--- src/rtl/pc_sequencer.sv ---
// -----------------------------------------------------------------------------
// pc_sequencer
//
// Next-PC controller for the 5-stage pipeline. Every cycle it picks the next
// fetch address from sequential fetch (pc+4), the EX-stage taken branch, the
// ID-stage jr/jalr register target, or the ID-stage j/jal target. It holds the
// PC while the hazard unit stalls. A redirect that arrives during a stall is
// parked in a pending register and applied on the first unstalled edge. It
// also drives the IF/ID and ID/EX flush strobes and a saturating count of
// applied redirects.
//
// Redirect priority: br_taken > jr_req > j_req > pc+4. The branch wins because
// it belongs to the older instruction, which is already in EX.
//
// Ports
//   clk          in   system clock, rising edge
//   rst_n        in   asynchronous active-low reset
//   stall        in   hazard-unit stall: hold pc and IF/ID
//   br_taken     in   EX-stage branch resolved taken
//   br_target    in   EX-stage branch target (low two bits ignored)
//   jr_req       in   ID-stage jr/jalr decoded
//   jr_target    in   register value for jr (low two bits ignored)
//   j_req        in   ID-stage j/jal decoded
//   j_index      in   instr[25:0] of the j/jal
//   id_pc_plus4  in   PC+4 of the instruction in ID
//   pc           out  current fetch address (registered)
//   fetch_valid  out  pc is a real fetch; low for the boot cycle after reset
//   flush_if     out  discard the IF/ID instruction this cycle (combinational)
//   flush_id     out  discard the ID/EX instruction this cycle (combinational)
//   redirect_cnt out  count of applied redirects, saturates at all-ones
// -----------------------------------------------------------------------------
module pc_sequencer #(
  parameter logic [31:0] RESET_PC = 32'h0000_0000,
  parameter int          CNT_W    = 16
) (
  input  logic             clk,
  input  logic             rst_n,
  input  logic             stall,
  input  logic             br_taken,
  input  logic [31:0]      br_target,
  input  logic             jr_req,
  input  logic [31:0]      jr_target,
  input  logic             j_req,
  input  logic [25:0]      j_index,
  input  logic [31:0]      id_pc_plus4,
  output logic [31:0]      pc,
  output logic             fetch_valid,
  output logic             flush_if,
  output logic             flush_id,
  output logic [CNT_W-1:0] redirect_cnt
);

  typedef enum logic [1:0] {
    BOOT = 2'd0,   // first cycle out of reset: pc not yet a real fetch
    RUN  = 2'd1,   // normal operation
    HOLD = 2'd2    // stalled with a redirect waiting to be applied
  } state_t;

  // Kind of redirect; it decides which pipeline registers get flushed.
  typedef enum logic [1:0] {
    NONE   = 2'd0,
    BRANCH = 2'd1,  // flushes IF/ID and ID/EX
    JR     = 2'd2,  // flushes IF/ID only
    JUMP   = 2'd3   // flushes IF/ID only
  } kind_t;

  localparam logic [CNT_W-1:0] CNT_ONE = CNT_W'(1);
  localparam logic [CNT_W-1:0] CNT_MAX = '1;

  state_t      state;
  logic        pend_valid;
  kind_t       pend_kind;
  logic [31:0] pend_target;

  // ---------------------------------------------------------------------------
  // Target formation
  // ---------------------------------------------------------------------------
  logic [31:0] pc_plus4;
  logic [31:0] br_aligned;
  logic [31:0] jr_aligned;
  logic [31:0] j_target;

  // 32-bit add; the carry out is dropped so 0xFFFF_FFFC wraps to 0.
  assign pc_plus4   = pc + 32'd4;
  assign br_aligned = {br_target[31:2], 2'b00};
  assign jr_aligned = {jr_target[31:2], 2'b00};
  // j/jal stays inside the 256 MB region of the delay-slot address.
  assign j_target   = {id_pc_plus4[31:28], j_index, 2'b00};

  // ---------------------------------------------------------------------------
  // Highest-priority live request this cycle. A simultaneous jr and j resolves
  // to jr through the ordering of the if/else chain.
  // ---------------------------------------------------------------------------
  kind_t       live_kind;
  logic [31:0] live_target;

  always_comb begin
    // NOTE: defaults first so every path assigns every output; a missing
    // branch would otherwise infer a latch.
    live_kind   = NONE;
    live_target = pc_plus4;
    if (br_taken) begin
      live_kind   = BRANCH;
      live_target = br_aligned;
    end else if (jr_req) begin
      live_kind   = JR;
      live_target = jr_aligned;
    end else if (j_req) begin
      live_kind   = JUMP;
      live_target = j_target;
    end
  end

  // ---------------------------------------------------------------------------
  // Redirect actually applied on the coming edge. Stays NONE in BOOT and
  // whenever stall is high, which keeps the flush strobes quiet there.
  // When leaving HOLD, a live branch beats the pending redirect: the branch
  // is older than whatever was parked from ID.
  // ---------------------------------------------------------------------------
  kind_t       apply_kind;
  logic [31:0] apply_target;

  always_comb begin
    apply_kind   = NONE;
    apply_target = pc_plus4;
    unique case (state)
      RUN: begin
        if (!stall) begin
          apply_kind   = live_kind;
          apply_target = live_target;
        end
      end
      HOLD: begin
        if (!stall) begin
          if (br_taken) begin
            apply_kind   = BRANCH;
            apply_target = br_aligned;
          end else if (pend_valid) begin
            apply_kind   = pend_kind;
            apply_target = pend_target;
          end
        end
      end
      default: ;
    endcase
  end

  // Flushes are forced low while reset is asserted, independent of the clock.
  assign flush_if = rst_n && (apply_kind != NONE);
  assign flush_id = rst_n && (apply_kind == BRANCH);

  // ---------------------------------------------------------------------------
  // Sequencer state, pc, pending redirect and redirect counter
  // ---------------------------------------------------------------------------
  always_ff @(posedge clk or negedge rst_n) begin
    if (!rst_n) begin
      state        <= BOOT;
      pc           <= RESET_PC;
      fetch_valid  <= 1'b0;
      pend_valid   <= 1'b0;
      pend_kind    <= NONE;
      pend_target  <= 32'h0000_0000;
      redirect_cnt <= '0;
    end else begin
      // NOTE: non-blocking assignments throughout: every register samples the
      // pre-edge values, so the order of statements below does not matter.
      unique case (state)
        BOOT: begin
          // pc already holds RESET_PC; requests seen during boot are dropped.
          state       <= RUN;
          fetch_valid <= 1'b1;
        end

        RUN: begin
          if (!stall) begin
            pc <= apply_target;
          end else if (live_kind != NONE) begin
            // Park the winner; pc stays put until the stall releases.
            pend_valid  <= 1'b1;
            pend_kind   <= live_kind;
            pend_target <= live_target;
            state       <= HOLD;
          end
        end

        HOLD: begin
          if (stall) begin
            // The ID instruction is frozen, so only a new branch from EX can
            // change what is pending.
            if (br_taken) begin
              pend_kind   <= BRANCH;
              pend_target <= br_aligned;
            end
          end else begin
            pc          <= apply_target;
            pend_valid  <= 1'b0;
            pend_kind   <= NONE;
            pend_target <= 32'h0000_0000;
            state       <= RUN;
          end
        end

        default: begin
          state <= BOOT;
        end
      endcase

      if ((apply_kind != NONE) && (redirect_cnt != CNT_MAX)) begin
        redirect_cnt <= redirect_cnt + CNT_ONE;
      end
    end
  end

endmodule
--- config.mk ---
export PLATFORM = sky130hd
export DESIGN_NAME = pc_sequencer
export DESIGN_NICKNAME = d
export VERILOG_FILES = /design/src/rtl/pc_sequencer.sv
export SDC_FILE = /design/constraint.sdc
export NUM_CORES = 1
export LEC_CHECK = 0
export BUFFER_PORTS_ARGS = -buffer_cell sky130_fd_sc_hd__buf_2
export CAP_MARGIN = 0
export CORE_ASPECT_RATIO = 0.6
export CORE_MARGIN = 2
export CORE_UTILIZATION = 56
export DETAILED_ROUTE_END_ITERATION = 7
export GPL_ROUTABILITY_DRIVEN = 0
export GPL_TIMING_DRIVEN = 1
export PLACE_DENSITY = 0.95
export SLEW_MARGIN = 20
export SYNTH_ARGS = -nofsm -noshare
export SYNTH_HDL_FRONTEND = slang
export SYNTH_SLANG_ARGS = --single-unit
--- constraint.sdc ---
create_clock -name clk -period 5.3 [get_ports clk]
set_clock_uncertainty 0.05 [all_clocks]
set_input_delay 0.265 -clock clk [delete_from_list [all_inputs] [get_ports clk]]
set_output_delay 0.265 -clock clk [all_outputs]
set_load 0.02 [all_outputs]
# [After elaboration in Yosys (flattened, before gate mapping)]
# Index checks and enable logic that the tools add are counted.
[word_totals] elab_cells=62 regBits=86
[classes] n_addsub=2 eq_ne=8 muxes=32 n_bitwise=1 reduce_logical=12
[op_table] cell="32-bit two-way mux" n=10
[op_table] cell="32-bit case mux with 2 select lines" n=1
[op_table] cell="32-bit by 3-bit adder with 32-bit output (second input constant)" n=1
[op_table] cell="2-bit two-way mux" n=14
[op_table] cell="16-bit by 1-bit adder with 16-bit output (second input constant)" n=1
[op_table] cell="16-bit != test (second input constant)" n=1
[op_table] cell="2-bit case mux with 2 select lines" n=2
[op_table] cell="4-bit AND reduction" n=2
[op_table] cell="2-bit != test (second input constant)" n=3
[op_table] cell="2-bit case mux with 3 select lines" n=1
[op_table] cell="2-bit nonzero test" n=3
[op_table] cell="2-bit by 1-bit equality test with 1-bit output (second input constant)" n=2
[op_table] cell="1-bit logical AND" n=3
[op_table] cell="1-bit two-way mux" n=3
[op_table] cell="3-bit != test (second input constant)" n=1
[op_table] cell="3-bit AND reduction" n=1
[op_table] cell="2-bit equality test (second input constant)" n=1
[op_table] cell="2-bit logical NOT" n=1
[op_table] cell="1-bit case mux with 2 select lines" n=1
[op_table] cell="2-bit AND reduction" n=1
[op_table] cell="2-bit OR reduction" n=1
[op_table] cell="1-bit inverter" n=1

# [Longest topological paths before layout]
# Gate-level depths: netlist of run 1.
[depth] depth_word=7 depth_mapped=10 mapped_depth_nobuf=8

# [Least setup slack after synthesis of run 1]
# No wires, ideal clock.
[synth_path] kind="register to register" from="reg pc[2]" to="reg pc[18]" setup_ps=126 path_buffers=0 path_stages_with_launch=8 path_slack_ps=2784 arrival_ps=2340 path_cell_list="dfrtp_1 ha_1 inv_1 nor4_1 and3_1 xnor2_1 o22ai_1 o32a_1"
[synth_between] elab_chain_len=5 elab_cells_between_ends=7 classes_between="add/sub: 1; mux: 6"
[synth_lines] item="start: declaration" line_no="46" source="output logic [31:0] pc,"
[synth_lines] item="start signal: assignment" line_no="176" source="pc <= apply_target;"
[synth_lines] item="start signal: assignment" line_no="195" source="pc <= apply_target;"
[synth_lines] item="32-bit by 3-bit adder with 32-bit output *" line_no="84" source="assign pc_plus4 = pc + 32'd4;"
[synth_lines] item="32-bit two-way mux" line_no="108" source="end else if (j_req) begin"
[synth_lines] item="32-bit two-way mux" line_no="105" source="end else if (jr_req) begin"
[synth_lines] item="32-bit two-way mux" line_no="102" source="if (br_taken) begin"
[synth_lines] item="32-bit two-way mux *"
# Mark *: on every way between the ends. The rest lies on a longest branch, timed or not.
# A chain may end at the register's enable or synchronous reset.

# [Worst setup path in the final report of run 1]
[layout_path] from="reg state[0]" to="reg pc[24]"
[layout_between] elab_chain_len=3 elab_cells_between_ends=5 classes_between="eq/ne: 2; mux: 1; reduce/logical: 2"
[layout_lines] item="start: declaration" line_no="70" source="state_t state;"
[layout_lines] item="start signal: assignment" line_no="157" source="state <= BOOT;"
[layout_lines] item="start signal: assignment" line_no="170" source="state <= RUN;"
[layout_lines] item="start signal: assignment" line_no="182" source="state <= HOLD;"
[layout_lines] item="2-bit equality test / 2-bit by 1-bit equality test with 1-bit output (equally long branches)" line_no="126, 167"
[layout_lines] item="2-bit OR reduction (no line)"
[layout_lines] item="2-bit AND reduction (no line)"
# Parallel ways exist; a longest one is shown, timed or not.

==> results of run 1 <==
[tightest hold or removal path, stage by stage]
cell and delay (ns):
buf_2 0.11, nand2_1 0.05, a31oi_1 0.07
[placed cells by master, fill, tap and decap left out, types with 11 or more instances in the layout]
| cell | Yosys | routed |
|---|---|---|
| buf_2 | 4 | 145 |
| dfrtp_1 | 86 | 86 |
| nand2_1 | 85 | 85 |
| a21oi_1 | 67 | 67 |
| nor2_1 | 66 | 66 |
| o21ai_0 | 54 | 54 |
| xnor2_1 | 21 | 21 |
| nand3_1 | 18 | 18 |
| nand4_1 | 17 | 17 |
| a221oi_1 | 17 | 17 |
| a22oi_1 | 14 | 14 |
| a31oi_1 | 14 | 14 |
| a221o_1 | 13 | 13 |
| and3_1 | 12 | 12 |
| o211ai_1 | 12 | 12 |
| inv_1 | 11 | 11 |
| buf_4 | 0 | 11 |
[flip-flops by register name, indices dropped and copies added (netlist names)]
register,count
pc,32
pend_target,32
redirect_cnt,16
pend_kind,2
state,2
fetch_valid,1
pend_valid,1
[power groups by stage]
stage / sequential [mW] / clock (mW) / combinational [mW]
2_1_floorplan: 1.29 / 0 / 1.08
3_3_place_gp: 1.22 / 0 / 1.62
3_5_place_dp: 1.24 / 0 / 1.67
4_1_cts: 1.23 / 0.654 / 1.68
5_1_grt: 1.29 / 0.685 / 1.88
6_report: 1.25 / 0.657 / 1.72
[kinds of logic (layout without fill, tap and decap cells)]
group | Yosys count | in the layout
AND/OR/NAND/NOR | 254 | 254
AO/OA/AOI/OAI | 247 | 247
flip-flops | 86 | 86
buffers and inverters | 63 | 185
XOR/XNOR | 30 | 30
multiplexers | 8 | 8
adder cells (fa/ha/maj) | 5 | 5
other | 0 | 1
[metal layers]
layer  vias to the layer above  part of all wire, %
met5                         -                    0
met4                         0                  2.5
met3                        58                   16
met2                       566                   42
met1                      2958                   40
li1                       2812                    -
[how the worst max path moves through the flow]
stage,from,to,slack [ns],cells after the start
CTS,state[0],pc[24],2.38,7
global route,state[0],pc[25],2.13,7
global placement,state[0],pc[24],2.46,7
detailed placement,pc[2],pc[18],2.41,7
finish,state[0],pc[24],2.19,7
floorplan,pc[2],pc[18],2.78,7
[final cells by class]
cell class / count / area, um2
Fill cell: 775 / 3080
Multi-Input combinational cell: 544 / 3270
Timing Repair Buffer: 157 / 818
Antenna cell: 1 / 2.50
Clock inverter: 4 / 45.0
Inverter: 12 / 45.0
Tap cell: 135 / 169
Clock buffer: 12 / 256
Sequential cell: 86 / 2150
[what timing repair did]
| item | in CTS | in global routing |
|---|---|---|
| hold endpoints to repair | 47 | 0 |
| setup buffers | 0 | 0 |
| hold buffers | 1 | 0 |
[stage by stage]
stage	total power, mW	instance area [um2]	hold WS [ns]
after floorplan	2.37	5670	-0.0806
after global placement	2.84	6450	0.277
after detailed placement	2.91	6450	0.279
after CTS	3.57	6760	0.135
after global routing	3.85	6760	0.144
final	3.63	6760	0.135
==> results.cfg, run 1 <==
[run_status]
outcome = finished clean

[route]
ant_nets = 0
avgRoutedWirePerCell_um = 20.0
drtIter0Drc = 1074
wl_mm = 19.0
drc = 0
via_per_inst = 6.72
drtPass1Iterations = 6
dr_total_vias = 6394

[logic_synthesis]
syn_nets = 826
synth_top_area_cell = dfrtp_1
synthArstFlopShare_pct = 100
yosysMostFrequentCell = dfrtp_1
ys_ff_latch = 86
synth.avg_cell_area_um2 = 8.18
synth-adder-area-share_pct = 1.10
synth.area.top_cells = dfrtp_1, a21oi_1, nand2_1
synth_compound_area_share_pct = 29.0
synth_top_area_share_pct = 38.0
synth_top_family_by_area = compound AO/OA/AOI/OAI gates
ys.flop_type = dfrtp_1
ys_seq_area_share_pct = 38.0
synth_top_cells_by_count = dfrtp_1, nand2_1, a21oi_1, nor2_1, o21ai_0
synth.area.mux_share_pct = 1.50
syn_inst = 693
yosysWarnings = 0
synth_cell_types = 63
synth-simple-area-share_pct = 21.4
netlist_area_um2 = 5670
synth_xor_area_share_pct = 4.63
synth_edf_count = 0

[worst_setup_path]
slowest_stage = nor2_1
path_max_fanout = 21
critPathBufInv = 1
r2r-start = state[0]
reg2reg_to = pc[24]
path_delay_family = simple AND/OR/NAND/NOR gates
cp-start-kind = flop
worstPathRequired_ns = 5.54
cp.arrival_ns = 3.35
cp_common_cell = nor2_1
critical_path_class = reg -> reg
max_stage_delay_ns = 0.63
r2r_cells = 7
regToRegSetupSlack_ns = 2.19
worstPathCellList = inv_1 -> ha_1 -> or2_2 -> nor2_1 -> nor2_1 -> o31ai_1 -> a22o_1
end_kind = flop

[die]
die-area_um2 = 11000
fp-row-count = 28
initial_core_util_pct = 57.6
core_um2 = 9840
fp.dieW_um = 134
die_height_um = 81.9
io_pins = 179

[global_route]
grt_pass1_wl_mm = 29.8
grt_max_degree = 51
antenna_found_initial = 1
grt_overflow_total = 0
gr-usage-met1_pct = 49.1
grt_pass1_vias = 5776
met2_usage_pct = 50.5
grt_util_met3_pct = 11.5
busiest_layer = met2
gr-usage-all-layers_pct = 35.2

[finish]
synthToLayoutAreaGrowth_pct = 19.3
fin_nets = 943
instances_no_fill = 951
drive_above_1_share_pct = 22.7
final_util_pct = 68.7

[timing]
finalMaxSlewViolations = 0
fin_ws_ns = 2.19
fmax_ghz = 0.321
fin_setup_tns_ns = 0
worstMarginPinSlew_ns = 1.06
setup_viol = 0
fin_crit_ns = 3.11
finalHoldViolations = 0
grt_setup_unrepaired = no
fin_crit_sh_pct = 58.7
slew_headroom_pct = 28.9

[placed_design]
dp_worst_setup_slack_ns = 2.41
dp_hpwl_mm = 13.2
dp.cells = 933
portBuffers = 146

[power]
p_leak_nw = 2.97
swShare_pct = 46.3
power.density_nw_per_um2 = 537
clkPwrFrac_pct = 18.1
internal_power_mw = 1.95
seqPwrFrac_pct = 34.4
p_comb_share_pct = 47.5
p_sw_mw = 1.68
vdd_ir_drop_max_v = 0.000284

[cts]
cts.sinks = 86
cts-htree-levels = 3
clockBufferDepth = 2
cts_resized = 0
cts_buffers = 9
clk_latency_ns = 0.35
cts-root-buf = clkbuf_16
clk_pin_slew_ns = 0.06
cts_tree = done

[hold_path]
holdPathEnd = pend_target[5]
holdPathStages = 3
hold_class = in -> reg
min_from = br_target[5]

[run]
maxCapViolations = 0
(Power assumes the default switching activity.)
==> run 2, diff against run 1 <==
- ABC_AREA: not set -> 1
- CORE_UTILIZATION: 56 -> 48
- PLACE_DENSITY: 0.95 -> 0.86
- clock period: 5.3 -> 2.85 ns (I/O delays scaled with it)
==> run 2 against run 1 <==
Routed wire length grew 7.4%. Non-clock buffer count grew 8. Critical path depth grew 2. Clock power grew 78%. Combinational power grew 130%. First-iteration DRC count shrank 20%. Global-route usage shrank 4.6 points. Synthesized cell count grew 28%. Flip-flop and latch count is the same. Via count grew 6.4%. Die area grew 23%. Register-to-register slack lost 1.7 ns.
==> results.cfg, run 2 <==
[run_status]
outcome = finished clean

[timing]
finalHoldViolations = 0
grt_setup_unrepaired = no
fin_setup_tns_ns = 0
slew_headroom_pct = 45.0
fin_crit_ns = 2.42
fin_ws_ns = 0.427
hold_ws_ns = 0.0385
finalMaxSlewViolations = 0
fmax_ghz = 0.413
fin_crit_sh_pct = 85.0
setup_viol = 0
worstMarginPinSlew_ns = 0.826

[placed_design]
dp_hpwl_mm = 14.7
dp_worst_setup_slack_ns = 0.492
dpl_cell_area_um2 = 6920
portBuffers = 146

[worst_setup_path]
regToRegSetupSlack_ns = 0.45
slowest_stage = dfrtp_1
end_kind = output port
path_max_fanout = 11
critical_path_class = reg -> out
worstPathRequired_ns = 2.66
reg2reg_to = pend_target[14]
cp.depth = 9
cp-start-kind = flop
cp.arrival_ns = 2.23
critPathBufInv = 3
r2r-start = state[0]
worstPathCellList = inv_1 -> ha_1 -> inv_2 -> nor2_4 -> nand2_4 -> o22ai_2 -> nand2_1 -> a21oi_1 -> buf_2
max_stage_delay_ns = 0.38
r2r_cells = 10
path_delay_family = simple AND/OR/NAND/NOR gates

[logic_synthesis]
synth_cell_types = 44
synth.avg_cell_area_um2 = 6.77
ys_seq_area_share_pct = 35.8
synth_edf_count = 0
ys_ff_latch = 86
yosysMostFrequentCell = nand2_1
syn_inst = 888
synth_top_cells_by_count = nand2_1, nor2_1, a21oi_1, dfrtp_1, inv_1
synth_top_area_share_pct = 35.8
netlist_area_um2 = 6010
ys.flop_type = dfrtp_1
synth.area.top_cells = dfrtp_1, nand2_1, a21oi_1
syn_nets = 1021
synthArstFlopShare_pct = 100
synth_top_area_cell = dfrtp_1
yosysWarnings = 0

[finish]
final_common_cell = nand2_1
insertedDiodeCount = 0
final_area_um2 = 7220
seqCellArea_um2 = 2150
fin_nets = 1158
drive_above_1_share_pct = 20.3
reg_top3 = pc: 32 flops, pend_target: 32 flops, redirect_cnt: 16 flops
num-fill-cells = 1135
final_cell_mix = nand2_1, buf_2, a21oi_1
multiInputGateArea_um2 = 3360
synthToLayoutAreaGrowth_pct = 20.2

[global_route]
grt_pass1_wl_mm = 32.2
gr-usage-all-layers_pct = 30.6
grt_pass1_vias = 6255
antenna_found_initial = 0
grt_overflow_total = 0
grt_max_degree = 64

[die]
io_pins = 179
fp-row-count = 31
fp.dieW_um = 148
initial_core_util_pct = 49.5
core_um2 = 12100
die_height_um = 90.7
die-area_um2 = 13500

[cts]
cts_tree = done
clockBufferDepth = 2
cts_setup_buffers = 0
cts-htree-levels = 3
cts_buffers = 9
clk_latency_ns = 0.36
clk_pin_slew_ns = 0.06
cts_resized = 0
cts.sinks = 86
cts-root-buf = clkbuf_16

[run]
maxCapViolations = 0

[power]
finalPower_mw = 7.41
power.density_nw_per_um2 = 1030
p_leak_nw = 3.58
vdd_ir_drop_max_v = 0.000598

[hold_path]
hold_class = in -> reg
holdPathEnd = pend_target[2]
holdPathStages = 3
min_from = br_target[2]

[route]
drtIter0Drc = 862
via_per_inst = 5.69
drc = 0
wl_mm = 20.4
ant_nets = 0
drtPass1Iterations = 7
avgRoutedWirePerCell_um = 17.1
dr_total_vias = 6805
## run 2: final cells by class
cell class / instances / area share [%]
tap: 165 / 2.86
inverter: 89 / 4.62
timing repair buffer: 165 / 12.2
multi-input combinational: 674 / 46.6
sequential: 86 / 29.8
clock buffer: 9 / 3.12
clock inverter: 7 / 0.901
## run 2: worst min-delay path: stages
cell	delay (ns)
buf_2	0.09
a21oi_1	0.05
a21oi_1	0.12
## run 2: per-stage QoR
stage | util (%) | instances
after floorplan | - | 888
final | 59.5 | 1195
after global routing | 59.5 | 1195
after CTS | 59.5 | 1195
after global placement | 57.0 | 1178
after detailed placement | 57.0 | 1178
## run 2: cells by family after synthesis
group | count (synthesis) | synth area share (%)
xor gates and xnor gates | 26 | 3.79
and+or+nand+nor | 433 | 30.3
adders and majority gates | 5 | 1.04
DFF | 86 | 35.8
AOI/OAI and AO/OA | 210 | 20.8
buffers and inverters | 128 | 8.33
## run 2: timing repair
| item | CTS | global route |
|---|---|---|
| endpoints found under the hold margin | 23 | 0 |
| hold buffers | 1 | 0 |
| endpoints found under the setup margin | 0 | 0 |
## run 2: routing by layer
| metal | part of all wire (%) | vias up | track usage [%] | wire length, um |
|---|---|---|---|---|
| met5 | 0 | - | 0 | 0 |
| met3 | 15 | 39 | 10.7 | 3020 |
| li1 | - | 3223 | - | - |
| met2 | 40 | 473 | 41.8 | 8270 |
| met4 | 2.2 | 0 | 10.4 | 452 |
| met1 | 43 | 3070 | 44.7 | 8700 |
## run 2: worst max-delay path by stage
stage          slack (ns)               to     start
6_report             0.43         flush_if  state[0]
5_1_grt              0.30   pend_target[6]  state[0]
4_1_cts              0.48         flush_if  state[0]
3_5_place_dp         0.49  pend_target[14]  state[0]
3_3_place_gp         0.61  redirect_cnt[8]  state[0]
2_1_floorplan        0.97  redirect_cnt[8]  state[0]
## run 2: where the power goes
group          switching (mW)  internal, mW  leakage [nW]  total, mW
clock                   0.561         0.613         0.140       1.17
combinational            2.59          1.30          2.44       3.89
sequential              0.590          1.75          1.01       2.34
total                    3.74          3.66          3.58       7.41
==> run 3, diff against run 2 <==
- PLACE_DENSITY: 0.86 -> 0.87
==> run 3 against run 2 <==
Largest cell class unchanged. Sequential power about the same. Global-route usage fell by 0.063 points. Via count up 1.7%. Routed wire length rose by 0.80%. Highest routed layer is now met5.
==> results.cfg, run 3 (synthesis results as in run 2) <==
[hold_path]
holdPathStages = 3
holdPathEnd = pend_target[2]
min_from = br_target[2]
hold_class = in -> reg

[finish]
reg_top3 = pc: 32 flops, pend_target: 32 flops, redirect_cnt: 16 flops
seqCellArea_um2 = 2150
synthToLayoutAreaGrowth_pct = 20.2
drive_above_1_share_pct = 20.1
fin_nets = 1158
multiInputGateArea_um2 = 3360
insertedDiodeCount = 0
num-fill-cells = 1141
final_cell_mix = nand2_1, buf_2, a21oi_1
final_common_cell = nand2_1

[worst_setup_path]
cp-start-kind = flop
worstPathRequired_ns = 2.66
reg2reg_to = pend_target[14]
cp.arrival_ns = 2.22
critical_path_class = reg -> out
r2r-start = pc[2]
path_max_fanout = 11
r2r_cells = 9
end_kind = output port
regToRegSetupSlack_ns = 0.48

[power]
power.density_nw_per_um2 = 1030
clkPwrFrac_pct = 16.1
vdd_ir_drop_max_v = 0.000648
p_leak_nw = 3.58
seqPwrFrac_pct = 31.0
p_comb_share_pct = 53.0
finalPower_mw = 7.46
internal_power_mw = 3.74
swShare_pct = 49.9
p_sw_mw = 3.72

[placed_design]
dp_hpwl_mm = 14.8
portBuffers = 146

[cts]
cts_tree = done
cts.sinks = 86
cts-root-buf = clkbuf_16
clk_pin_slew_ns = 0.07
cts_resized = 0
cts-htree-levels = 3
clk_latency_ns = 0.35
cts_buffers = 9
clockBufferDepth = 2

[timing]
fin_setup_tns_ns = 0
slew_headroom_pct = 55.8
grt_setup_unrepaired = no
finalHoldViolations = 0
setup_viol = 0
finalMaxSlewViolations = 0
fmax_ghz = 0.415
worstMarginPinSlew_ns = 0.662
fin_crit_sh_pct = 84.5
fin_crit_ns = 2.41

[global_route]
antenna_found_initial = 1
gr-usage-all-layers_pct = 30.6
grt_overflow_total = 0
grt_pass1_wl_mm = 32.4
grt_max_degree = 40
grt_pass1_vias = 6370

[die]
die_height_um = 90.7
io_pins = 179
core_um2 = 12100
fp.dieW_um = 148
fp-row-count = 31
initial_core_util_pct = 49.5
die-area_um2 = 13500

[run_status]
outcome = finished clean

[route]
drtIter0Drc = 972
dr_total_vias = 6922
drtPass1Iterations = 8
ant_nets = 0
via_per_inst = 5.79
wl_mm = 20.6
drc = 0
avgRoutedWirePerCell_um = 17.2

[run]
maxCapViolations = 0
[run 3: cell types whose count changed in the layout (fill, tap and decap cells not counted), sizes merged]
cell / change
bufinv: +1
clkbuf: +2
clkinv: -1
clkinvlp: +1
inv: -3
[run 3: per-layer routing]
layer  up-vias  global-route usage, %  wire [um]
met5         -                      0         13
met4         2                   8.65        419
met3        53                   7.98       2920
met2       513                   42.9       8330
met1      3141                   46.0       8940
li1       3213                      -          -
[run 3: how the worst max path moves through the flow]
| stage | startpoint | end | slack [ns] | cells after the start |
|---|---|---|---|---|
| 2_1_floorplan | state[0] | redirect_cnt[8] | 0.97 | 14 |
| 5_1_grt | state[0] | flush_if | 0.30 | 9 |
| 6_report | state[0] | flush_if | 0.44 | 9 |
| 3_5_place_dp | state[0] | redirect_cnt[10] | 0.57 | 13 |
| 4_1_cts | state[0] | flush_id | 0.48 | 8 |
| 3_3_place_gp | state[0] | redirect_cnt[8] | 0.69 | 13 |
[run 3: final cells by class]
type	instances	area share, %
multi-input combinational	674	46.5
sequential	86	29.8
timing repair buffer	165	12.2
inverter	89	4.62
clock buffer	11	3.22
tap	165	2.86
clock inverter	5	0.814
[run 3: worst max-delay path, cell delays in order, from the launching register on]
cell     delay (ns)
dfrtp_1        0.38
inv_1          0.10
ha_1           0.19
inv_2          0.14
nor2_4         0.21
nand2_4        0.15
o22ai_2        0.15
nand2_1        0.11
a21oi_1        0.22
buf_2          0.21
[run 3: what timing repair did]
item,CTS,global route
buffers inserted,0,0
hold buffers,1,0
endpoints found under the hold margin,24,0
[run 3: stage by stage]
step / std cells / utilization, % / worst slack (ns) / area [um2] / hold WS (ns)
after global placement: 1178 / 57.0 / 0.686 / 6920 / 0.0361
after floorplan: 888 / - / 0.968 / 6010 / -0.203
after detailed placement: 1178 / 57.0 / 0.570 / 6920 / 0.0371
final: 1195 / 59.5 / 0.441 / 7230 / 0.0348
after CTS: 1195 / 59.5 / 0.483 / 7230 / 0.0361
after global routing: 1195 / 59.5 / 0.302 / 7230 / 0.0447
[run 3: power groups by stage]
stage	registers (mW)	clock network [mW]	logic, mW
detailed placement	2.30	0	3.81
global placement	2.28	0	3.71
finish	2.31	1.20	3.95
global route	2.37	1.25	4.36
floorplan	2.45	0	2.42
CTS	2.28	1.20	3.86
